## config.mk

```make
export PLATFORM = sky130hd
export DESIGN_NAME = corr_sched
export DESIGN_NICKNAME = d
export VERILOG_FILES = /design/src/rtl/sigma_corr_pkg.sv /design/src/rtl/corr_pair_gen.sv /design/src/rtl/corr_sched.sv
export SDC_FILE = /design/constraint.sdc
export NUM_CORES = 1
export LEC_CHECK = 0
export ABC_AREA = 1
export BUFFER_PORTS_ARGS = -buffer_cell sky130_fd_sc_hd__buf_2
export CAP_MARGIN = 25
export CORE_UTILIZATION = 58
export DETAILED_ROUTE_END_ITERATION = 10
export GPL_TIMING_DRIVEN = 0
export PLACE_DENSITY = 0.8
export SLEW_MARGIN = 25
export SYNTH_ARGS = -nofsm -noshare
export SYNTH_HDL_FRONTEND = slang
export SYNTH_HIERARCHICAL = 1
export SYNTH_SLANG_ARGS = --single-unit
```

## constraint.sdc

```tcl
create_clock -name clk -period 2.25 [get_ports clk]
set_input_delay 0.45 -clock clk [delete_from_list [all_inputs] [get_ports clk]]
set_output_delay 0.45 -clock clk [all_outputs]
set_load 0.01 [all_outputs]
```

## src/rtl/sigma_corr_pkg.sv

```systemverilog
// Shared types and size helpers for the sigma_tile correlation scheduler.
// Size functions let each module derive its own widths from MUL_NUM/NPIPES.
package sigma_corr_pkg;

  typedef enum logic [2:0] {
    IDLE,
    WAIT_VEC,
    ISSUE,
    DRAIN,
    DONE
  } sched_state_t;

  function automatic int cmul_num(input int mul_num);
    return mul_num * (mul_num + 1) / 2;
  endfunction

  function automatic int slot_count(input int mul_num, input int npipes);
    return (cmul_num(mul_num) + npipes - 1) / npipes;
  endfunction

  // Never returns zero, so single-entry ranges still get a usable bit.
  function automatic int width_of(input int n);
    return (n <= 2) ? 1 : $clog2(n);
  endfunction

endpackage

```

## src/rtl/corr_pair_gen.sv

```systemverilog
// Upper-triangle (i,j) walker: NPIPES lanes chained combinationally from a
// registered lane-0 position, advancing NPIPES pairs per step.
module corr_pair_gen
  import sigma_corr_pkg::*;
#(
  parameter int MUL_NUM = 6,
  parameter int NPIPES  = 2,
  parameter int IDXW    = 3
) (
  input  logic                   clk,
  input  logic                   rst,
  input  logic                   load,
  input  logic                   advance,
  output logic [NPIPES-1:0]      vld,
  output logic [NPIPES*IDXW-1:0] i_idx,
  output logic [NPIPES*IDXW-1:0] j_idx
);

  // One extra bit so the walker can sit at row MUL_NUM once the triangle is exhausted.
  localparam int IW = IDXW + 1;
  localparam logic [IW-1:0] ROWS = IW'(MUL_NUM);
  localparam logic [IW-1:0] LAST = IW'(MUL_NUM - 1);

  logic [IW-1:0] base_i, base_j;
  logic [IW-1:0] next_i, next_j;

  always_comb begin
    logic [IW-1:0] ci, cj;
    ci    = base_i;
    cj    = base_j;
    vld   = '0;
    i_idx = '0;
    j_idx = '0;
    for (int k = 0; k < NPIPES; k++) begin
      vld[k] = (ci < ROWS);
      if (ci < ROWS) begin
        i_idx[k*IDXW +: IDXW] = ci[IDXW-1:0];
        j_idx[k*IDXW +: IDXW] = cj[IDXW-1:0];
        if (cj == LAST) begin
          ci = ci + IW'(1);
          cj = ci;
        end else begin
          cj = cj + IW'(1);
        end
      end
    end
    next_i = ci;
    next_j = cj;
  end

  always_ff @(posedge clk) begin
    if (!rst || load) begin
      base_i <= '0;
      base_j <= '0;
    end else if (advance) begin
      base_i <= next_i;
      base_j <= next_j;
    end
  end

endmodule

```

## src/rtl/corr_sched.sv

```systemverilog
// Scheduler for the sigma_tile correlation datapath: issues upper-triangle pairs
// and times accumulator RAM reads/writes. Optional abort via CORR_SCHED_ABORT_EN.
module corr_sched
  import sigma_corr_pkg::*;
#(
  parameter  int MUL_NUM      = 6,
  parameter  int NPIPES       = 2,
  parameter  int INT_LENGTH   = 10,
  parameter  int CALC_LATENCY = 4,
  localparam int SLOTS        = slot_count(MUL_NUM, NPIPES),
  localparam int IDXW         = width_of(MUL_NUM),
  localparam int AW           = width_of(SLOTS)
) (
  input  logic                   clk,
  input  logic                   rst,
  input  logic                   acc_start_i,
  output logic                   acc_ready_o,
  output logic                   smpl_rdy_o,
  input  logic                   smpl_vld_i,
  output logic [NPIPES-1:0]      pair_vld_o,
  output logic [NPIPES*IDXW-1:0] pair_i_o,
  output logic [NPIPES*IDXW-1:0] pair_j_o,
  output logic [AW-1:0]          ram_rd_addr_o,
  output logic [AW-1:0]          ram_wr_addr_o,
  output logic [NPIPES-1:0]      ram_we_o,
  output logic                   acc_first_o,
  output logic                   calc_fin_o
`ifdef CORR_SCHED_ABORT_EN
  ,
  input  logic                   abort_i,
  output logic                   aborted_o
`endif
);

  localparam int VW = width_of(INT_LENGTH);
  localparam logic [AW-1:0] SLOT_LAST = AW'(SLOTS - 1);
  localparam logic [VW-1:0] VEC_LAST  = VW'(INT_LENGTH - 1);

  typedef struct packed {
    logic [NPIPES-1:0]      vld;
    logic [NPIPES*IDXW-1:0] i;
    logic [NPIPES*IDXW-1:0] j;
  } pair_t;

  typedef struct packed {
    logic [NPIPES-1:0] vld;
    logic [AW-1:0]     slot;
    logic              first;
  } wr_tag_t;

  sched_state_t state, next_state;
  logic [AW-1:0] slot;
  logic [VW-1:0] vec_cnt;
  wr_tag_t       dl [CALC_LATENCY];
  pair_t         pair_q;
  pair_t         gen;
  logic          in_flight;
  logic          abort;
  logic          abort_hit;
  logic          issue;

`ifdef CORR_SCHED_ABORT_EN
  assign abort = abort_i;
`else
  assign abort = 1'b0;
`endif

  assign abort_hit = abort && (state != IDLE);
  assign issue     = (state == ISSUE) && !abort_hit;

  corr_pair_gen #(
    .MUL_NUM (MUL_NUM),
    .NPIPES  (NPIPES),
    .IDXW    (IDXW)
  ) u_pair_gen (
    .clk     (clk),
    .rst     (rst),
    .load    (state != ISSUE),
    .advance (state == ISSUE),
    .vld     (gen.vld),
    .i_idx   (gen.i),
    .j_idx   (gen.j)
  );

  always_comb begin
    in_flight = 1'b0;
    for (int k = 0; k < CALC_LATENCY; k++) begin
      in_flight = in_flight | (|dl[k].vld);
    end
  end

  // Abort overrides every other transition so a same-cycle start/vld is dropped.
  always_comb begin
    next_state = state;
    unique case (state)
      IDLE:     if (acc_start_i) next_state = WAIT_VEC;
      WAIT_VEC: if (smpl_vld_i) next_state = ISSUE;
      ISSUE:    if (slot == SLOT_LAST) next_state = (vec_cnt == VEC_LAST) ? DRAIN : WAIT_VEC;
      DRAIN:    if (!in_flight) next_state = DONE;
      DONE:     next_state = IDLE;
      default:  next_state = IDLE;
    endcase
    if (abort_hit) next_state = IDLE;
  end

  always_ff @(posedge clk) begin
    if (!rst) begin
      state         <= IDLE;
      slot          <= '0;
      vec_cnt       <= '0;
      pair_q        <= '0;
      for (int k = 0; k < CALC_LATENCY; k++) dl[k] <= '0;
      acc_ready_o   <= 1'b1;
      smpl_rdy_o    <= 1'b0;
      calc_fin_o    <= 1'b0;
      ram_rd_addr_o <= '0;
      ram_wr_addr_o <= '0;
      ram_we_o      <= '0;
      acc_first_o   <= 1'b0;
    end else begin
      state       <= next_state;
      acc_ready_o <= (next_state == IDLE);
      smpl_rdy_o  <= (next_state == WAIT_VEC);
      calc_fin_o  <= (next_state == DONE);

      if (state == IDLE && next_state == WAIT_VEC) begin
        vec_cnt <= '0;
      end
      if (state == WAIT_VEC) begin
        slot <= '0;
      end else if (state == ISSUE) begin
        slot <= slot + AW'(1);
        if (slot == SLOT_LAST && next_state == WAIT_VEC) vec_cnt <= vec_cnt + VW'(1);
      end

      pair_q <= issue ? gen : '0;

      // Stage 0 lines up with the pair outputs; the RAM taps are one register further on.
      dl[0].vld   <= issue ? gen.vld : '0;
      dl[0].slot  <= issue ? slot : '0;
      dl[0].first <= issue && (vec_cnt == '0);
      for (int k = 1; k < CALC_LATENCY; k++) dl[k] <= dl[k-1];
      if (abort_hit) begin
        for (int k = 0; k < CALC_LATENCY; k++) dl[k] <= '0;
      end

      ram_rd_addr_o <= dl[CALC_LATENCY-2].slot;
      ram_wr_addr_o <= dl[CALC_LATENCY-1].slot;
      ram_we_o      <= abort_hit ? '0 : dl[CALC_LATENCY-1].vld;
      acc_first_o   <= dl[CALC_LATENCY-1].first && !abort_hit;
    end
  end

`ifdef CORR_SCHED_ABORT_EN
  always_ff @(posedge clk) begin
    if (!rst) aborted_o <= 1'b0;
    else      aborted_o <= abort_hit;
  end
`endif

  assign pair_vld_o = pair_q.vld;
  assign pair_i_o   = pair_q.i;
  assign pair_j_o   = pair_q.j;

endmodule

```

# == Word level (Yosys, flattened, before mapping) ==
# Memories as Yosys holds them, arrays and structs flattened.
# Cells that the tools add are included.
# op_classes
n_bitwise,10
n_reduce_logical,16
muxes,28
eq_ne,10
add_sub_neg,6
magnitude_cmp,2
# op_table
op,count
$mux 4,14
$add 4x1->4 const B,6
$mux 7,3
$mux 3,4
$pmux 3 s4,1
$reduce_or 2->1,5
$or 1x1->1,9
$eq 4x3->1 const B,2
$eq 4x4->1 const B,2
$lt 4x3->1 const B,2
$eq 3x1->1 const B,2
$eq 3x2->1 const B,2
$logic_not 3->1,2
$mux 2,3
$reduce_and 3->1,2
$logic_not 4->1,1
$eq 3x3->1 const B,1
$logic_and 1x1->1,3
$mux 1,3
$ne 3x2->1 const B,1
$reduce_and 2->1,1
$logic_not 1->1,1
$logic_or 1x1->1,1
$not 1->1,1
# totals
ramBits,28
input_bits,4
elab_cells,90
memories,1
register_bits,47
output_inout_bits,28
# mem_list
memory,depth,word_bits,rd,rd_clocked_by_memory_dff,wr,line_no,text
dl,4,7,4,0,4,corr_sched.sv:54,wr_tag_t dl [CALC_LATENCY];

# == Depth between registers and ports, before layout ==
# Gate-level depths: netlist (run 1).
# An unclocked memory read counts as a cell.
# depth
depth_word,13
mapped_depth,16
depth_no_buf,16

# == Modules after synthesis ==
# Netlist (run 1), hierarchy kept.
# modules_own_cells
module,area_per_inst_um2,cells_each,seq_area_each_um2,n_inst
corr_sched,2145.8,255,1221.2,1
corr_pair_gen,952.2,153,160.2,1

# == Worst setup path after synthesis (run 1) ==
# OpenSTA, ideal clock, no wires.
# synth_path
kind,register to register
start,register u_pair_gen.base_j[0]
end,register u_pair_gen.base_i[0]
setup_time_ns,0.109
synth_period_minus_slack_ns,1.811
setup_slack_ns,0.439
required_ns,2.141
arrival_time_ns,1.702
path_stages_with_launch,14
n_path_buf,0
cell_sequence,dfxtp_1 > ha_1 > nand3_4 > nor2_2 > nand2_2 > nand3_1 > ha_1 > nand2_1 > inv_1 > nand2_2 > nand2_1 > nand3_1 > nand2_1 > inv_1
# synth_between
elab_chain_cells,6
word_cells_on_any_way,11
classes_between,2 x add/sub; 1 x order compare; 2 x eq/ne; 6 x mux
# synth_rtl
item,line_no,text
start: declaration,corr_pair_gen.sv:24,"logic [IW-1:0] base_i, base_j;"
start signal: assignment,corr_pair_gen.sv:57,base_j <= next_j;
$eq 4x3->1 / $add 4x1->4 (equally long branches),"corr_pair_gen.sv:39, corr_pair_gen.sv:43",
$mux 4,corr_pair_gen.sv:39,if (cj == LAST) begin
$mux 4,corr_pair_gen.sv:36,if (ci < ROWS) begin
$add 4x1->4 / $eq 4x3->1 (equally long branches),"corr_pair_gen.sv:40, corr_pair_gen.sv:39",
$mux 4,corr_pair_gen.sv:39,
$mux 4 *,corr_pair_gen.sv:36,
end signal: assignment,corr_pair_gen.sv:56,base_i <= next_i;
end: declaration,corr_pair_gen.sv:24,
# Mark *: on every way between the ends. The rest lies on a longest branch, timed or not.
# A chain may end at the register's enable or synchronous reset.

# == Worst setup path after layout (run 1) ==
# layout_path
start,register u_pair_gen.base_j[1]
end,register u_pair_gen.base_i[0]
# Same word-level chain as after synthesis.

==> summary.md, run 1 <==
| Metric | Value |
|---|---|
| Vias in the first global route | 1996 |
| H-tree depth | 3 |
| Post-synth top flop | dfxtp_1 |
| Post-synth EDFFs | 0 |
| Hold Slack | 414 ps |
| Maximum fanout along the worst path | 4 |
| Worst Setup Start Kind | flip-flop |
| VDD IR max | 456 uV |
| Die Y | 75.1 um |
| Syn Nets | 421 |
| Reg2reg end | u_pair_gen/base_i[0] |
| Routed length on met2 | 2550 um |
| Placeable Area | 5140 um2 |
| Pre-CTS setup slack | 172 ps |
| Max Cap Viol | 0 |
| Placed inst area | 3340 um2 |
| Critical path required time | 2490 ps |
| Max_slew headroom | 73.9% |
| Met3 routed WL | 224 um |
| Seq/Total Area, Yosys | 44.6% |
| Fmax | 0.485 GHz |
| Setup ws final | 186 ps |
| Hold Violations, Final | 0 |
| Overall power | 2380 uW |
| Clock transition at the registers of the reported paths | 80 ps |
| Detailed-route DRC error count | 0 |
| Final instance area | 3560 um2 |
| Worst setup path endpoint | u_pair_gen/base_i[0] |
| Site Rows | 26 |
| Netlist cell types | 36 |
| Asr flop ratio synth | 0% |
| Fill cell count | 445 |
| ANT cells | 0 |
| Clk_skew | 8.78 ps |
| CTS tree | done |
| Vias per cell | 4.65 |
| Cell with the most instances after synthesis | nand2_1 |
| Max layer used | met4 |
| Final HPWL DP | 3910 um |
| Final period util | 91.7% |
| Reg2reg start | u_pair_gen/base_j[1] |
| Post-Route M1 WL | 2690 um |
| Largest net degree at the start of global routing | 18 |
| Gr ovfl total | 0 |
| CP Capture Type | flip-flop |
| Hold Path Cell Cnt | 2 |
| Hold_buf cts | 0 |
| Largest cells by area after synthesis | dfxtp_1, nand2_1, inv_1 |
| 1st-iter DRT viols | 104 |
| Slew Viols, Final | 0 |
| Starting Density | 60.3% |
| Placer Congestion | 0.938 |
| Ratio of cells with drive above 1 in the final layout | 23.1% |
| PortBufs | 31 |
| GRT Resource Usage Total | 21.2% |
| Worst Hold Class | flip-flop to flip-flop |
| Status | finished clean |
| Setup CP Type | flip-flop to flip-flop |
| Flop2flop setup slack | 190 ps |
| Yosys top cell by area | dfxtp_1 |
| Initial antenna violation count | 0 |
| Ys Warns | 6 |
| Mapped Cells | 408 |
| Leakage | 0.00184 uW |
| Die area | 5640 um2 |
| Arr. time, crit path | 2310 ps |
| TritonCTS buffer count | 9 |
| IO Pins | 32 |
| Final setup vio count | 0 |
| Clock Path Buffers | 2 |
| Commonest cells post-synth | nand2_1, inv_1, dfxtp_1, nor2_1, nand3_1 |
| Root buffer cell | clkbuf_8 |
| Iteration count of the initial detailed-routing pass | 4 |
| Post-route ant nets | 0 |
| Worst-Margin Slew | 392 ps |
| Final core occ | 69.3% |
| First-pass GRT wire length | 8770 um |
| Routed WL | 5560 um |
| Final Critical Period | 2060 ps |
| Pwr/cell area | 668 nW/um2 |
| Avg Cell Area, Syn | 7.59 um2 |
| CTS Sinks | 69 |
| WL per Instance | 10.6 um |
| Synth top area share | 44.6% |
| Layout area overhead | 14.9% |
| Flops & latches, synth | 69 |
| Worst reg-to-reg path cell count | 16 |
| Post-synthesis cell area | 3100 um2 |
| Layout net count | 463 |
| Vias | 2443 |
| Clock Latency Late Sink | 340 ps |
| Die W | 75.1 um |
| Critical path origin | u_pair_gen/base_j[1] |
## cells in the final DEF, fill, tap and decap left out, drive strengths merged
master   n
nor3     3
a21oi   19
clkbuf  12
a21o     1
nor2    63
bufinv   1
buf     43
ha       9
nand3   29
nand2   99
o21ai   13
nand4    1
o21a     1
xor2     2
nor4     1
a31oi    1
dfxtp   69
and2     1
clkinv   5
inv     82
## kinds of logic after synthesis
family	Yosys count	share of synthesized area [%]
adder cells (fa/ha/maj)	9	3.63
AO/OA/AOI/OAI	35	7.19
buffers and inverters	96	13.8
flip-flops	69	44.6
AND/OR/NAND/NOR	197	30.0
XOR/XNOR	2	0.808
## registers in the layout (all words and copies together), names as in the netlist
register / count
pair_j_o: 6
pair_vld_o: 2
dl: 23
slot: 4
ram_rd_addr_o: 3
pair_i_o: 6
calc_fin_o: 1
acc_first_o: 1
ram_wr_addr_o: 4
smpl_rdy_o: 1
u_pair_gen/base_j: 4
vec_cnt: 4
state: 3
ram_we_o: 2
u_pair_gen/base_i: 4
acc_ready_o: 1
## cell type report
| cell class | instances | area (um2) | share of cell area (%) |
|---|---|---|---|
| Multi-Input combinational cell | 243 | 1300 | 36.5 |
| Timing Repair Buffer | 31 | 155 | 4.36 |
| Clock buffer | 10 | 138 | 3.87 |
| Clock inverter | 6 | 70.1 | 1.97 |
| Inverter | 82 | 315 | 8.86 |
| Buffer | 14 | 113 | 3.16 |
| Tap cell | 70 | 87.6 | 2.46 |
| Sequential cell | 69 | 1380 | 38.8 |
## through the flow
step / setup TNS (ps) / cells
finish: 0 / 525
global route: -10.8 / 525
CTS: 0 / 525
detailed placement: 0 / 509
global placement: 0 / 509
floorplan: 0 / 408
## worst max-delay path: stages, from the launching register on
cell	delay, ps
dfxtp_1	340
inv_1	120
ha_1	230
nand2_1	130
nor2_4	140
nand2_2	80
nand2_1	80
nand2_1	50
nand2_1	80
ha_1	180
nand2_1	80
inv_1	130
nand2_2	100
nand2_1	60
nand3_1	60
nand2_1	60
inv_1	30
## where the power goes
part,total [uW],switching [uW],internal [uW]
Sequential,1240,8.19,1230
Combinational,106,68.9,37.5
Clock,1030,482,550
## worst min-delay path by stage
stage                   from          endpoint  slack (ps)
global route        dl[1][0]          dl[2][0]         430
detailed placement  dl[2][1]  ram_rd_addr_o[0]         400
floorplan           dl[3][0]       acc_first_o         390
CTS                 dl[1][0]          dl[2][0]         420
finish              dl[2][4]          dl[3][4]         410
global placement    dl[1][0]          dl[2][0]         390
## layer usage
layer / vias to the layer above / global-route usage [%]
li1: 1307 / -
met1: 1078 / 27.8
met2: 48 / 33.1
met3: 10 / 4.02
met4: 0 / 11.1
met5: - / 0
## repair_timing
item,CTS,global route
setup buffers,0,0
setup endpoints to repair,0,1
gates resized for setup,0,3
(Power assumes the default switching activity.)
==> run 2, diff against run 1 <==
- PLACE_DENSITY: 0.8 -> 0.78
- SLEW_MARGIN: 25 -> default
==> summary.md, run 2 (same netlist as run 1, synthesis figures left out) <==
| Metric | Value |
|---|---|
| Largest Register | dl |
| Post-route ant nets | 0 (unchanged) |
| Ratio of cells with drive above 1 in the final layout | 22.4% (-0.66 points) |
| Gate power share | 4.0% (-0.5 points) |
| CP Capture Type | flip-flop |
| Final Critical Period | 2110 ps (+48.4 ps) |
| WL per Instance | 10.4 um (-1.5%) |
| Fmax | 0.474 GHz (-2.3%) |
| Clock power frac | 48.7% (+5.4 points) |
| Most frequent cells in the layout | nand2_1, inv_1, dfxtp_1 |
| Starting Density | 60.3% (unchanged) |
| Setup CP Type | flip-flop to flip-flop |
| ANT cells | 0 (unchanged) |
| Placeable Area | 5140 um2 (unchanged) |
| Clock Latency Late Sink | 350 ps (about the same) |
| Clock transition at the registers of the reported paths | 80 ps (about the same) |
| Placed inst area | 3340 um2 (unchanged) |
| Placer Congestion | 0.887 (-5.4%) |
| Largest net degree at the start of global routing | 18 (unchanged) |
| Root buffer cell | clkbuf_8 |
| Worst-Margin Slew | 407 ps (+15.1 ps) |
| Cells after DPL | 509 (unchanged) |
| Setup TNS | 0 ps (unchanged) |
| Initial antenna violation count | 0 (unchanged) |
| GRT Resource Usage Total | 21.8% (+0.68 points) |
| Max Cap Viol | 0 (unchanged) |
| Max_slew headroom | 72.9% (-1.0 points) |
| Maximum fanout along the worst path | 6 (+2) |
| Setup bufs post-CTS | 0 (unchanged) |
| Detailed-route DRC error count | 0 (unchanged) |
| IO Pins | 32 (unchanged) |
| CTS Sinks | 69 (unchanged) |
| Seq pwr share | 47.3% (-4.9 points) |
| Pwr/cell area | 730 nW/um2 (+9.3%) |
| Final HPWL DP | 3970 um (+1.5%) |
| Fill cell count | 457 (+2.7%) |
| Sw Ratio | 20.1% (-3.4 points) |
| Status | finished clean |
| Layout net count | 463 (unchanged) |
| PortBufs | 31 (unchanged) |
| Die Y | 75.1 um (unchanged) |
| Hold_buf cts | 0 (unchanged) |
| Clock Path Buffers | 2 (unchanged) |
| Routed WL | 5480 um (-1.5%) |
| Vias per cell | 4.71 (+1.2%) |
| TritonCTS buffer count | 9 (unchanged) |
| Iteration count of the initial detailed-routing pass | 4 (unchanged) |
| Slew Viols, Final | 0 (unchanged) |
| CTS tree | done |
| Hold Slack | 411 ps (-2.25 ps) |
| RSZ-0062 raised after global routing | no |
| Worst Setup Start Kind | flip-flop |
| Commonest non-fill, non-tap cell in the layout | nand2_1 |
| Layout area overhead | 16.2% |
| Final instance area | 3600 um2 (+1.1%) |
| Vias in the first global route | 2230 (+12%) |
| Overall power | 2630 uW (+11%) |
| Post_cts resized | 0 (unchanged) |
| Worst Hold Class | flip-flop to flip-flop |
| Leakage | 0.00187 uW (+1.2%) |
| First-pass GRT wire length | 9100 um (+3.8%) |
| Final setup vio count | 0 (unchanged) |
| Die area | 5640 um2 (unchanged) |
| 1st-iter DRT viols | 82 (-21%) |
| Site Rows | 26 (unchanged) |
| Max reg flops | 23 (unchanged) |
| VDD IR max | 485 uV (+6.4%) |
| Hold Violations, Final | 0 (unchanged) |
| Non-filler cells, final | 525 (unchanged) |
| P_int | 2100 uW (+15%) |
| Arr. time, crit path | 2360 ps (+50 ps) |
| H-tree depth | 3 (unchanged) |
| Switch Pwr | 529 uW (-5.3%) |
| Die W | 75.1 um (unchanged) |
| Vias | 2473 (+1.2%) |
| Gr ovfl total | 0 (unchanged) |
| Critical path required time | 2500 ps (about the same) |
| Final period util | 93.9% (+2.2 points) |
| Clk_skew | 10.5 ps (+1.67 ps) |
## run 2: path summary, 6_finish.rpt
kind	start	endpoint	slack [ps]	cells past startpoint
setup reg to reg	u_pair_gen/base_j[0]	u_pair_gen/base_i[0]	140	13
hold / removal	dl[2][0]	dl[3][0]	410	2
hold reg to reg	dl[2][0]	dl[3][0]	410	2
setup / recovery	u_pair_gen/base_j[0]	u_pair_gen/base_i[0]	140	13
## run 2: metal layers
metal / share of wire [%] / routed length [um] / track usage, %
met5: 0 / 0 / 0
met4: 2.4 / 131 / 12.6
met3: 3.2 / 174 / 4.95
met2: 50 / 2710 / 38.2
met1: 45 / 2460 / 24.4
## run 2: layout make-up
cell class	instances	area (um2)	share of cell area [%]
Buffer	14	113	3.13
Clock inverter	3	90.1	2.50
Timing Repair Buffer	31	155	4.31
Multi-Input combinational cell	243	1290	35.8
Tap cell	70	87.6	2.43
Sequential cell	69	1380	38.4
Inverter	82	315	8.76
Clock buffer	13	169	4.69
## run 2: power by group through the flow
stage          sequential [uW]  clock [uW]  combinational, uW
6_report                  1240        1280                105
3_5_place_dp              1270           0                106
2_1_floorplan             1270           0               76.1
4_1_cts                   1240        1300                107
5_1_grt                   1240        1350                119
3_3_place_gp              1270           0                103
## run 2: worst max-delay path, stage by stage, from the launching register on
cell	delay, ps
dfxtp_1	440
ha_1	250
nand3_4	160
nor2_2	140
nand2_2	70
nand3_1	190
ha_1	220
nand2_1	90
inv_1	140
nand2_2	100
nand2_1	60
nand3_1	60
nand2_1	60
inv_1	30
## run 2: per-stage QoR
| step | util, % | worst slack (ps) |
|---|---|---|
| finish | 70.0 | 138 |
| global route | 70.0 | 11.1 |
| detailed placement | 65.0 | 193 |
| global placement | 65.0 | 218 |
| CTS | 70.0 | 152 |
| floorplan | - | 439 |
==> run 3, diff against run 2 <==
--- a/config.mk
+++ b/config.mk
@@ -9,8 +9,8 @@
 export BUFFER_PORTS_ARGS = -buffer_cell sky130_fd_sc_hd__buf_2
 export CAP_MARGIN = 25
-export CORE_UTILIZATION = 58
+export CORE_UTILIZATION = 59
 export DETAILED_ROUTE_END_ITERATION = 10
 export GPL_TIMING_DRIVEN = 0
-export PLACE_DENSITY = 0.78
+export PLACE_DENSITY = 0.79
 export SYNTH_ARGS = -nofsm -noshare
 export SYNTH_HDL_FRONTEND = slang
==> constraint.sdc (replaced) <==
create_clock -name clk -period 2.6 [get_ports clk]
set_input_delay 0.39 -clock clk [delete_from_list [all_inputs] [get_ports clk]]
set_output_delay 0.39 -clock clk [all_outputs]
set_load 0.01 [all_outputs]
==> summary.md, run 3 (same netlist as run 1, synthesis figures left out) <==
| Metric | Value |
|---|---|
| Clock Path Buffers | 2 (unchanged) |
| Placed inst area | 3340 um2 (unchanged) |
| Slew Viols, Final | 0 (unchanged) |
| Worst Hold Class | flip-flop to flip-flop |
| Setup CP Type | flip-flop to flip-flop |
| RSZ-0062 raised after global routing | no |
| Final setup vio count | 0 (unchanged) |
| Hold_buf cts | 0 (unchanged) |
| Placeable Area | 5070 um2 (-1.3%) |
| Setup TNS | 0 ps (unchanged) |
| Final instance area | 3510 um2 (-2.6%) |
| Hold Violations, Final | 0 (unchanged) |
| CTS tree | done |
| PortBufs | 31 (unchanged) |
| Routed WL | 5460 um (-0.29%) |
| Initial antenna violation count | 0 (unchanged) |
| Slowest-stage cell, CP | dfxtp_1 |
| Vias in the first global route | 2220 (-0.45%) |
| Largest net degree at the start of global routing | 18 (unchanged) |
| Pwr/cell area | 544 nW/um2 (-26%) |
| Hold Path Cell Cnt | 2 (unchanged) |
| VDD IR max | 434 uV (-11%) |
| CP most frequent cell | nand2_1 |
| Maximum fanout along the worst path | 6 (unchanged) |
| Worst-Margin Slew | 389 ps (-17.5 ps) |
| 1st-iter DRT viols | 93 (+13%) |
| Die area | 5540 um2 (-1.7%) |
| Largest stage delay, worst path | 450 ps (about the same) |
| IO Pins | 32 (unchanged) |
| Starting Density | 61.0% (+0.77 points) |
| Critical path required time | 2840 ps (+340 ps) |
| Final period util | 81.5% (-12 points) |
| Worst reg-to-reg path cell count | 13 (unchanged) |
| Fmax | 0.472 GHz (-0.31%) |
| Iteration count of the initial detailed-routing pass | 4 (unchanged) |
| WL per Instance | 10.4 um (-0.10%) |
| Layout net count | 463 (unchanged) |
| Final HPWL DP | 4070 um (+2.5%) |
| Die Y | 74.5 um (-0.83%) |
| Largest Register | dl |
| TritonCTS buffer count | 9 (unchanged) |
| Max reg flops | 23 (unchanged) |
| Setup bufs post-CTS | 0 (unchanged) |
| Final Critical Period | 2120 ps (+6.61 ps) |
| Layout area overhead | 13.2% |
| Worst Setup Start Kind | flip-flop |
| Max_slew headroom | 74.1% (+1.2 points) |
| Arr. time, crit path | 2360 ps (about the same) |
| Site Rows | 26 (unchanged) |
| Detailed-route DRC error count | 0 (unchanged) |
| Crit path cell chain | ha_1 -> nand3_4 -> nor2_2 -> nand2_2 -> nand3_1 -> ha_1 -> nand2_1 -> inv_1 -> nand2_2 -> nand2_1 -> nand3_1 -> nand2_1 -> inv_1 |
| Post_cts resized | 0 (unchanged) |
| Post-route ant nets | 0 (unchanged) |
| H-tree depth | 3 (unchanged) |
| Clock Latency Late Sink | 340 ps (about the same) |
| Most frequent cells in the layout | nand2_1, inv_1, dfxtp_1 |
| Placer Congestion | 0.878 (-1.0%) |
| Max Cap Viol | 0 (unchanged) |
| Clk_skew | 4.76 ps (-5.69 ps) |
| Status | finished clean |
| CP Capture Type | flip-flop |
| Leakage | 0.00182 uW (-2.3%) |
| Root buffer cell | clkbuf_8 |
| Die W | 74.5 um (-0.83%) |
| GRT Resource Usage Total | 22.2% (+0.33 points) |
| Gr ovfl total | 0 (unchanged) |
| Vias per cell | 4.71 (about the same) |
| Commonest non-fill, non-tap cell in the layout | nand2_1 |
| Clock transition at the registers of the reported paths | 70 ps (about the same) |
| Ratio of cells with drive above 1 in the final layout | 22.5% (+0.049 points) |
| ANT cells | 0 (unchanged) |
| CTS Sinks | 69 (unchanged) |
| First-pass GRT wire length | 9330 um (+2.5%) |
| Vias | 2468 (-0.20%) |
run 3: cell count changes in the layout (fill, tap and decap cells not counted), sizes merged:
cell and change:
clkinvlp +1, clkinv +4, bufinv -3, clkbuf -3
run 3: area by class of cell:
cell class | count | area, um2
inverter | 82 | 315
sequential | 69 | 1380
buffer | 14 | 113
timing repair buffer | 31 | 155
clock buffer | 10 | 138
tap | 70 | 87.6
multi-input combinational | 243 | 1290
fill | 451 | 1570
clock inverter | 5 | 27.5
run 3: per-layer routing:
layer | vias up | share of wire [%] | global-route usage (%)
li1 | 1301 | - | -
met1 | 1108 | 46 | 26.0
met2 | 46 | 49 | 37.6
met3 | 13 | 3.4 | 5.42
met4 | 0 | 2.1 | 11.1
met5 | - | 0 | 0
run 3: report_power, final:
group	total [uW]	internal [uW]	switching [uW]
combinational	90.9	32.5	58.4
sequential	1080	1070	6.82
clock	741	360	382
run 3: worst paths after layout:
kind                                              to  slack (ps)            startpoint
worst max-delay path            u_pair_gen/base_i[0]         480  u_pair_gen/base_j[0]
worst min-delay path                ram_rd_addr_o[1]         420              dl[2][2]
worst max register to register  u_pair_gen/base_i[0]         480  u_pair_gen/base_j[0]
worst min register to register      ram_rd_addr_o[1]         420              dl[2][2]
run 3: critical path: cells and delay by family (launching register included):
kind,cells,cell delay (ps)
buffers and inverters,2,160
AND/OR/NAND/NOR,9,920
flip-flops,1,450
adder cells (fa/ha/maj),2,480
run 3: through the flow:
step	hold WS [ps]	power, uW	std cells	util [%]	worst slack [ps]
after floorplan	390	1170	408	-	789
after global placement	392	1190	509	65.8	570
after detailed placement	399	1190	509	65.8	514
after CTS	416	1930	524	69.1	487
after global routing	422	1980	524	69.1	241
final	416	1910	524	69.1	481
